<file path="src/rtl/led_blink_driver.sv">
`default_nettype none
// ============================================================================
// Module   : led_blink_driver
// Purpose  : Drives a single lamp output from commands received over a
//            valid/ready handshake. A lamp can be held steadily off, held
//            steadily on, or blinked with a programmable half-period.
//            A blink can repeat a programmable number of on/off cycles or
//            run forever. Typical uses are amber flashing in a traffic-light
//            controller and N-flash acknowledgements of a key toggle.
// Revision : 1.0 - initial release
// ----------------------------------------------------------------------------
// Parameters
//   TICK_DIV    system clock cycles per timing tick (2..65535)
//   PER_W       width of cmd_period / cmd_count
// Ports
//   Sys_CLK     in   1      system clock, all logic on the rising edge
//   Sys_RST_N   in   1      asynchronous active-low reset
//   cmd_valid   in   1      command present
//   cmd_ready   out  1      command accepted when cmd_valid & cmd_ready
//   cmd_mode    in   2      00 OFF, 01 ON, 10 BLINK, 11 reserved (acts as OFF)
//   cmd_period  in   PER_W  blink half-period in ticks (0 behaves as 1)
//   cmd_count   in   PER_W  blink on/off cycles (0 = blink forever)
//   abort       in   1      synchronous return to idle, beats cmd_valid
//   led         out  1      registered lamp drive
//   busy        out  1      registered, high while blinking
//   done        out  1      registered one-cycle pulse at end of finite blink
// ============================================================================
module led_blink_driver #(
  parameter int TICK_DIV = 2500,
  parameter int PER_W    = 8
) (
  input  logic             Sys_CLK,
  input  logic             Sys_RST_N,
  input  logic             cmd_valid,
  output logic             cmd_ready,
  input  logic [1:0]       cmd_mode,
  input  logic [PER_W-1:0] cmd_period,
  input  logic [PER_W-1:0] cmd_count,
  input  logic             abort,
  output logic             led,
  output logic             busy,
  output logic             done
);

  // --------------------------------------------------------------------------
  // Constants
  // --------------------------------------------------------------------------
  localparam logic [1:0]       MODE_ON    = 2'b01;
  localparam logic [1:0]       MODE_BLINK = 2'b10;
  localparam logic [15:0]      PRESC_LAST = 16'(TICK_DIV - 1);
  localparam logic [PER_W-1:0] PER_ZERO   = '0;
  localparam logic [PER_W-1:0] PER_ONE    = PER_W'(1);

  typedef enum logic [1:0] {
    ST_IDLE   = 2'd0,
    ST_STEADY = 2'd1,
    ST_B_ON   = 2'd2,
    ST_B_OFF  = 2'd3
  } state_t;

  // --------------------------------------------------------------------------
  // State
  // --------------------------------------------------------------------------
  state_t           state_q,  state_d;
  logic [15:0]      presc_q,  presc_d;
  logic [PER_W-1:0] phase_q,  phase_d;
  logic [PER_W-1:0] period_q, period_d;
  logic [PER_W-1:0] count_q,  count_d;
  logic [PER_W-1:0] remain_q, remain_d;
  logic             led_q,    led_d;
  logic             busy_q,   busy_d;
  logic             done_q,   done_d;

  // --------------------------------------------------------------------------
  // Combinational helpers
  // --------------------------------------------------------------------------
  logic tick;
  logic in_blink;
  logic accept;
  logic phase_end;

  assign tick     = (presc_q == PRESC_LAST);
  assign in_blink = (state_q == ST_B_ON) || (state_q == ST_B_OFF);

  // A finite blink must run to completion; everything else can be preempted.
  assign cmd_ready = !(in_blink && (count_q != PER_ZERO));

  // abort wins over a command presented in the same cycle.
  assign accept    = cmd_valid && cmd_ready && !abort;

  assign phase_end = tick && (phase_q == (period_q - PER_ONE));

  // --------------------------------------------------------------------------
  // Next-state logic
  // --------------------------------------------------------------------------
  always_comb begin
    state_d  = state_q;
    phase_d  = phase_q;
    period_d = period_q;
    count_d  = count_q;
    remain_d = remain_q;
    done_d   = 1'b0;
    presc_d  = tick ? 16'd0 : (presc_q + 16'd1);

    if (abort) begin
      state_d  = ST_IDLE;
      presc_d  = 16'd0;
      phase_d  = PER_ZERO;
      remain_d = PER_ZERO;
    end else if (accept) begin
      // Restarting the prescaler makes every phase exactly P*TICK_DIV cycles
      // long, independent of when the command arrived.
      presc_d  = 16'd0;
      phase_d  = PER_ZERO;
      remain_d = PER_ZERO;
      case (cmd_mode)
        MODE_ON: begin
          state_d = ST_STEADY;
        end
        MODE_BLINK: begin
          state_d  = ST_B_ON;
          period_d = (cmd_period == PER_ZERO) ? PER_ONE : cmd_period;
          count_d  = cmd_count;
          remain_d = cmd_count;
        end
        default: begin
          state_d = ST_IDLE;
        end
      endcase
    end else begin
      case (state_q)
        ST_B_ON: begin
          if (phase_end) begin
            state_d = ST_B_OFF;
            phase_d = PER_ZERO;
          end else if (tick) begin
            phase_d = phase_q + PER_ONE;
          end
        end
        ST_B_OFF: begin
          if (phase_end) begin
            phase_d = PER_ZERO;
            if (count_q == PER_ZERO) begin
              state_d = ST_B_ON;
            end else if (remain_q == PER_ONE) begin
              // Last off phase of a finite blink: counter stays at 1.
              state_d = ST_IDLE;
              done_d  = 1'b1;
            end else begin
              state_d  = ST_B_ON;
              remain_d = remain_q - PER_ONE;
            end
          end else if (tick) begin
            phase_d = phase_q + PER_ONE;
          end
        end
        default: begin
          state_d = state_q;
        end
      endcase
    end

    // Outputs are registered from the next state so they change on the
    // same edge as the state itself.
    led_d  = (state_d == ST_STEADY) || (state_d == ST_B_ON);
    busy_d = (state_d == ST_B_ON) || (state_d == ST_B_OFF);
  end

  // --------------------------------------------------------------------------
  // Registers
  // --------------------------------------------------------------------------
  always_ff @(posedge Sys_CLK or negedge Sys_RST_N) begin
    if (!Sys_RST_N) begin
      state_q  <= ST_IDLE;
      presc_q  <= 16'd0;
      phase_q  <= PER_ZERO;
      period_q <= PER_ONE;
      count_q  <= PER_ZERO;
      remain_q <= PER_ZERO;
      led_q    <= 1'b0;
      busy_q   <= 1'b0;
      done_q   <= 1'b0;
    end else begin
      state_q  <= state_d;
      presc_q  <= presc_d;
      phase_q  <= phase_d;
      period_q <= period_d;
      count_q  <= count_d;
      remain_q <= remain_d;
      led_q    <= led_d;
      busy_q   <= busy_d;
      done_q   <= done_d;
    end
  end

  assign led  = led_q;
  assign busy = busy_q;
  assign done = done_q;

endmodule
`default_nettype wire

</file>
<file path="config.mk">
export PLATFORM = sky130hd
export DESIGN_NAME = led_blink_driver
export DESIGN_NICKNAME = d
export VERILOG_FILES = /design/src/rtl/led_blink_driver.sv
export SDC_FILE = /design/constraint.sdc
export NUM_CORES = 1
export LEC_CHECK = 0
export ABC_CLOCK_PERIOD_IN_PS = 3700
export CELL_PAD_IN_SITES_DETAIL_PLACEMENT = 1
export CELL_PAD_IN_SITES_GLOBAL_PLACEMENT = 1
export CORE_MARGIN = 2
export CORE_UTILIZATION = 49
export DETAILED_ROUTE_END_ITERATION = 16
export DONT_BUFFER_PORTS = 1
export GPL_ROUTABILITY_DRIVEN = 0
export HOLD_SLACK_MARGIN = 0.1
export PLACE_DENSITY = 0.86
export SETUP_SLACK_MARGIN = 0.02
export SLEW_MARGIN = 40
export SYNTH_ARGS = -nofsm -noshare
export SYNTH_HDL_FRONTEND = slang
export SYNTH_SLANG_ARGS = --single-unit
</file>
<file path="constraint.sdc">
create_clock -name Sys_CLK -period 3.7 [get_ports Sys_CLK]
set_input_delay 0.37 -clock Sys_CLK [delete_from_list [all_inputs] [get_ports Sys_CLK]]
set_output_delay 0.37 -clock Sys_CLK [all_outputs]
set_load 0.01 [all_outputs]
</file>
==> summary.md, run 1 <==
| Metric | Value |
|---|---|
| Status | finished clean |
| Commonest non-fill, non-tap cell in the layout | dfrtp_1 |
| RSZ-0062 raised after global routing | false |
| Remaining antenna violation count | 0 |
| Post-synthesis cell count | 317 |
| CTS root buffer | clkbuf_8 |
| Pin slew with the least headroom to its limit | 0.631 ns |
| Max-cap violations | 0 |
| Die Span Y | 80.8 um |
| Maximum number of pins on one net before global-route repair | 54 |
| Worst rel slew slack | 58.0% |
| Final std cells w/o fill | 389 |
| Hold-fix buffers, CTS | 2 |
| Total track usage | 23.9% |
| DP Wirelength | 5120 um |
| Mapped Area | 2890 um2 |
| Post-CTS setup buffer count | 0 |
| Final Hold Violating Endpoints | 0 |
| Sink Count | 53 |
| Global-route wire length before repair | 12000 um |
| Utilization after layout | 55.8% |
| Final setup viols | 0 |
| Residual DRC | 0 |
| FP Rows | 27 |
| Fin. max-slew vios | 0 |
| Dominant synthesized flop cell | dfrtp_1 |
| Placed cells | 379 |
| Seq/Total Area, Yosys | 45.9% |
| Htree depth | 2 |
| Top Ports | 26 |
| R2R setup slack | 0.44 ns |
| Ratio of final minimum period to clock period | 88.0% |
| Share of cells above drive strength 1 | 7.26% |
| Antenna cells | 0 |
| Nets | 345 |
| Initial DRC count | 104 |
| CTS tree | built |
| Clock buffer depth | 2 |
| CTS resizes | 0 |
| Post-synth ARST share | 100% |
| CP Launch Type | flip-flop |
| Critical Path RT | 3.89 ns |
| CTS clk-pin slew, worst paths | 0.10 ns |
| Count of different cell masters after synthesis | 54 |
| Ys Warns | 0 |
| WL per Instance | 18.3 um |
| Initial antenna violation count | 0 |
| DR vias | 2328 |
| Die area | 6530 um2 |
| Core area | 5610 um2 |
| Worst vdd ir | 0.236 mV |
| Syn_area_per_cell | 9.12 um2 |
| Setup_tns | 0 ns |
| Post-synth EDFFs | 0 |
| Syn nets | 346 |
| Area growth from synthesis to layout | 8.18% |
| Total CTS buffers | 5 |
| Crit end category | flip-flop |
| Worst Setup Path Type | reg -> reg |
| Most frequent cells in the layout | dfrtp_1, nand2_1, nor2_1, a21oi_1, xnor2_1 |
| Worst-skew pair later-pin latency | 0.31 ns |
| PD cells | 445 nW/um2 |
| DR pass1 iterations | 4 |
| Worst EP arrival | 3.45 ns |
| Worst min path class | in -> reg |
| Clock skew | 0.00603 ns |
| Drt via density | 5.98 |
| Worst Path Max Fanout | 11 |
| Synth Register Bits | 53 |
| Initial core utilization | 51.5% |
| WL final | 7120 um |
| LEAKAGE | 1.41 nW |
| Die width | 80.8 um |
| Grt ovf | 0 |
| FMAX | 307 MHz |
| Vias in the first global route | 2506 |
| Hold_ws | 0.134 ns |
| Min Clock Period, post-route | 3.26 ns |
| PortBufs | 0 |
[layout make-up]
cell class,instances,area (um2)
fillers,667,2480
multi-input cells,241,1480
flip-flops and latches,53,1330
well taps,72,90.1
clock buffers,5,68.8
clock inverters,3,68.8
repair buffers,3,45.0
inverters,12,45.0
[final timing paths]
| check | startpoint | to | cells past startpoint |
|---|---|---|---|
| min in group asynchronous | Sys_RST_N | period_q[2] | 2 |
| max in group asynchronous | Sys_RST_N | period_q[0] | 2 |
| hold / removal | abort | state_q[0] | 1 |
| setup reg to reg | period_q[1] | busy | 11 |
| setup / recovery | period_q[1] | busy | 11 |
| hold reg to reg | count_q[1] | count_q[1] | 2 |
[per-layer routing]
| layer | track usage, % | vias to the layer above | part of all wire [%] |
|---|---|---|---|
| met5 | 0 | - | 0 |
| met2 | 41.4 | 38 | 49 |
| li1 | - | 1108 | - |
| met4 | 6.27 | 0 | 1.4 |
| met1 | 29.9 | 1171 | 45 |
| met3 | 5.78 | 11 | 4.5 |
[metrics by stage]
stage          power [mW]  instance area, um2  setup WS (ns)
2_1_floorplan       0.854                2890          0.790
3_3_place_gp        0.895                2950          0.623
3_5_place_dp        0.909                2950          0.520
4_1_cts              1.40                3130          0.443
5_1_grt              1.46                3130          0.217
6_report             1.39                3130          0.443
[where the power goes]
| group | leakage [nW] | switching, mW | internal, mW |
|---|---|---|---|
| combinational | 0.638 | 0.136 | 0.101 |
| clock | 0.0687 | 0.201 | 0.272 |
| sequential | 0.708 | 0.0509 | 0.629 |
[state kept, by name (all words and copies together), names as in the netlist]
signal / cells
presc_q: 16
count_q: 8
period_q: 8
phase_q: 8
remain_q: 8
state_q: 2
busy: 1
done: 1
led: 1
[critical path: stages, from the launching register on]
cell      delay [ns]
dfrtp_1         0.40
inv_1           0.08
ha_1            0.18
nor3b_1         0.39
mux2_2          0.23
a22o_1          0.15
o2111a_1        0.42
nand2_1         0.12
or3_1           0.39
a31o_2          0.29
ha_1            0.18
or2_2           0.30
[cells by family (layout without fill, tap and decap cells)]
| family | count (synthesis) | count (layout) | share of synthesized area, % |
|---|---|---|---|
| simple gates | 151 | 151 | 26.8 |
| compound gates | 57 | 57 | 13.2 |
| flops | 53 | 53 | 45.9 |
| xor+xnor | 24 | 24 | 7.27 |
| buf+inv | 23 | 23 | 3.03 |
| fa+ha+maj | 7 | 7 | 3.03 |
| mux | 2 | 2 | 0.779 |
[cell usage after synthesis (all sizes together), types with 4 or more instances]
master	count	area [um2]
nor4	6	37.5
nand4	5	31.3
xnor2	14	123
or3	5	32.5
a21oi	17	88.8
dfrtp	52	1300
inv	12	45.0
or4	4	33.8
ha	7	87.6
nor3	5	25.0
xor2	10	87.6
nand3	12	60.1
and2	7	46.3
clkbuf	10	37.5
o21ai	11	55.1
and3	11	68.8
nor2	31	116
a21o	4	30.0
nand2	47	179
Power figures use the tool's default switching activity.
==> inputs of run 2 (changes only) <==
--- a/config.mk
+++ b/config.mk
@@ -10,6 +10,7 @@
 export CELL_PAD_IN_SITES_GLOBAL_PLACEMENT = 1
 export CORE_MARGIN = 2
 export CORE_UTILIZATION = 49
+export CTS_CLUSTER_SIZE = 20
 export DETAILED_ROUTE_END_ITERATION = 16
 export DONT_BUFFER_PORTS = 1
 export GPL_ROUTABILITY_DRIVEN = 0
==> results of run 2 <==
The final DEF is identical to that of run 1; final timing and power are the same.
==> inputs of run 3 (changes only) <==
--- a/config.mk
+++ b/config.mk
@@ -14,7 +14,7 @@
 export DETAILED_ROUTE_END_ITERATION = 16
 export DONT_BUFFER_PORTS = 1
 export GPL_ROUTABILITY_DRIVEN = 0
-export HOLD_SLACK_MARGIN = 0.1
+export HOLD_SLACK_MARGIN = 0.12
 export PLACE_DENSITY = 0.86
 export SETUP_SLACK_MARGIN = 0.02
 export SLEW_MARGIN = 40
==> summary.md, run 3 (synthesis results as in run 1) <==
| Metric | Value |
|---|---|
| Final setup viols | 0 |
| Critical path startpoint | period_q[1] |
| Share of cells above drive strength 1 | 7.23% |
| LEAKAGE | 1.42 nW |
| Setup_tns | 0 ns |
| Placed cells | 379 |
| Reg area | 1330 um2 |
| CTS clk-pin slew, worst paths | 0.10 ns |
| Worst r2r src | period_q[1] |
| Area growth from synthesis to layout | 8.53% |
| Grt ovf | 0 |
| CP Launch Type | flip-flop |
| Crit end category | flip-flop |
| Drt via density | 5.99 |
| Post-CTS setup buffer count | 0 |
| Critical Path, Cell by Cell | inv_1, ha_1, nor3b_1, mux2_2, a22o_1, o2111a_1, nand2_1, or3_1, a31o_2, ha_1, or2_2 |
| Sink Count | 53 |
| Core area | 5610 um2 |
| Crit path to | busy |
| Maximum number of pins on one net before global-route repair | 54 |
| Final instance area | 3140 um2 |
| Utilization after layout | 55.9% |
| Power Total | 1.39 mW |
| FP Rows | 27 |
| FMAX | 307 MHz |
| Most frequent CP cell | ha_1 |
| CTS root buffer | clkbuf_8 |
| Die width | 80.8 um |
| Clock skew | 0.00524 ns |
| Clock buffer depth | 2 |
| Top Ports | 26 |
| Reg with most FFs | presc_q |
| WL per Instance | 18.4 um |
| Die area | 6530 um2 |
| Total CTS buffers | 5 |
| Clock Power Share | 34.0% |
| WP depth | 11 |
| Initial DRC count | 133 |
| Min Clock Period, post-route | 3.25 ns |
| Die Span Y | 80.8 um |
| Number of fillers in the final layout | 667 |
| Pre-CTS setup slack | 0.520 ns |
| Status | finished clean |
| DP Wirelength | 5120 um |
| Htree depth | 2 |
| Antenna cells | 0 |
| R2r endpoint | busy |
| Critical Path RT | 3.90 ns |
| Worst Path Max Fanout | 11 |
| Max reg flops | 16 |
| PD cells | 443 nW/um2 |
| R2R setup slack | 0.45 ns |
| P_sw | 0.387 mW |
| Worst min path class | in -> reg |
| Vias in the first global route | 2506 |
| Most frequent cells in the layout | dfrtp_1, nand2_1, nor2_1, a21oi_1, xnor2_1 |
| DR pass1 iterations | 4 |
| Max stage delay cell, worst path | o2111a_1 |
| Worst EP arrival | 3.45 ns |
| Nets | 346 |
| Largest delay share family, worst path | simple AND/OR/NAND/NOR gates |
| Final std cells w/o fill | 390 |
| Seq pwr share | 48.9% |
| Post-DP Area | 2950 um2 |
| Setup WS post-layout | 0.447 ns |
| Max-cap violations | 0 |
| Worst hold start | abort |
| Ratio of final minimum period to clock period | 87.9% |
| Total track usage | 24.0% |
| Register-to-Register Path Depth | 11 |
| Worst vdd ir | 0.230 mV |
| Worst Setup Path Type | reg -> reg |
| CTS tree | built |
| WL final | 7170 um |
| Residual DRC | 0 |
| Number of buffers and inverters on the critical path | 1 |
| Multi-input gate area in the final layout | 1480 um2 |
| Initial core utilization | 51.5% |
| Hold_ws | 0.162 ns |
| Commonest non-fill, non-tap cell in the layout | dfrtp_1 |
| PortBufs | 0 |
| Pin slew with the least headroom to its limit | 0.612 ns |
| CTS resizes | 0 |
| Remaining antenna violation count | 0 |
| Final Hold Violating Endpoints | 0 |
| Max incr delay on CP | 0.42 ns |
| Sw frac | 27.9% |
| DR vias | 2338 |
| Worst rel slew slack | 59.2% |
| RSZ-0062 raised after global routing | false |
| Global-route wire length before repair | 12000 um |
| Combinational Power Share | 17.1% |
| Initial antenna violation count | 0 |
| Cell internal pwr | 1.00 mW |
| Worst-skew pair later-pin latency | 0.31 ns |
| Fin. max-slew vios | 0 |
-- run 3: cell types whose count changed in the layout (fill, tap and decap cells not counted), sizes merged --
cell	delta
dlygate4sd3	+1
-- run 3: timing repair --
| item | CTS | global route |
|---|---|---|
| hold endpoints to repair | 54 | 0 |
| hold buffers | 3 | 0 |
| setup endpoints to repair | 0 | 0 |
-- run 3: metal layers --
| layer | up-vias | wire length [um] | global-route usage (%) |
|---|---|---|---|
| met5 | - | 0 | 0 |
| met2 | 42 | 3560 | 42.2 |
| met1 | 1176 | 3160 | 29.5 |
| met4 | 0 | 102 | 6.27 |
| met3 | 11 | 339 | 5.78 |
| li1 | 1109 | - | - |
-- run 3: worst min path at each step --
stage / to / slack (ns) / depth (start not counted)
after floorplan: busy / 0.07 / 0
after global placement: period_q[1] / 0.08 / 0
after detailed placement: phase_q[0] / 0.08 / 0
after CTS: remain_q[4] / 0.15 / 1
after global routing: period_q[7] / 0.16 / 2
final: remain_q[4] / 0.16 / 1
-- run 3: power groups by stage --
stage                     Clock (mW)  Sequential, mW  Combinational (mW)
after detailed placement           0           0.690               0.219
after global placement             0           0.687               0.208
final                          0.472           0.680               0.238
after global routing           0.503           0.688               0.269
after CTS                      0.486           0.679               0.241
after floorplan                    0           0.672               0.182
-- run 3: layout make-up --
| cell class | instances | share of cell area (%) |
|---|---|---|
| Multi-Input combinational cell | 241 | 47.2 |
| Sequential cell | 53 | 42.3 |
| Tap cell | 72 | 2.87 |
| Clock buffer | 5 | 2.19 |
| Clock inverter | 3 | 2.19 |
| Timing Repair Buffer | 4 | 1.76 |
| Inverter | 12 | 1.44 |
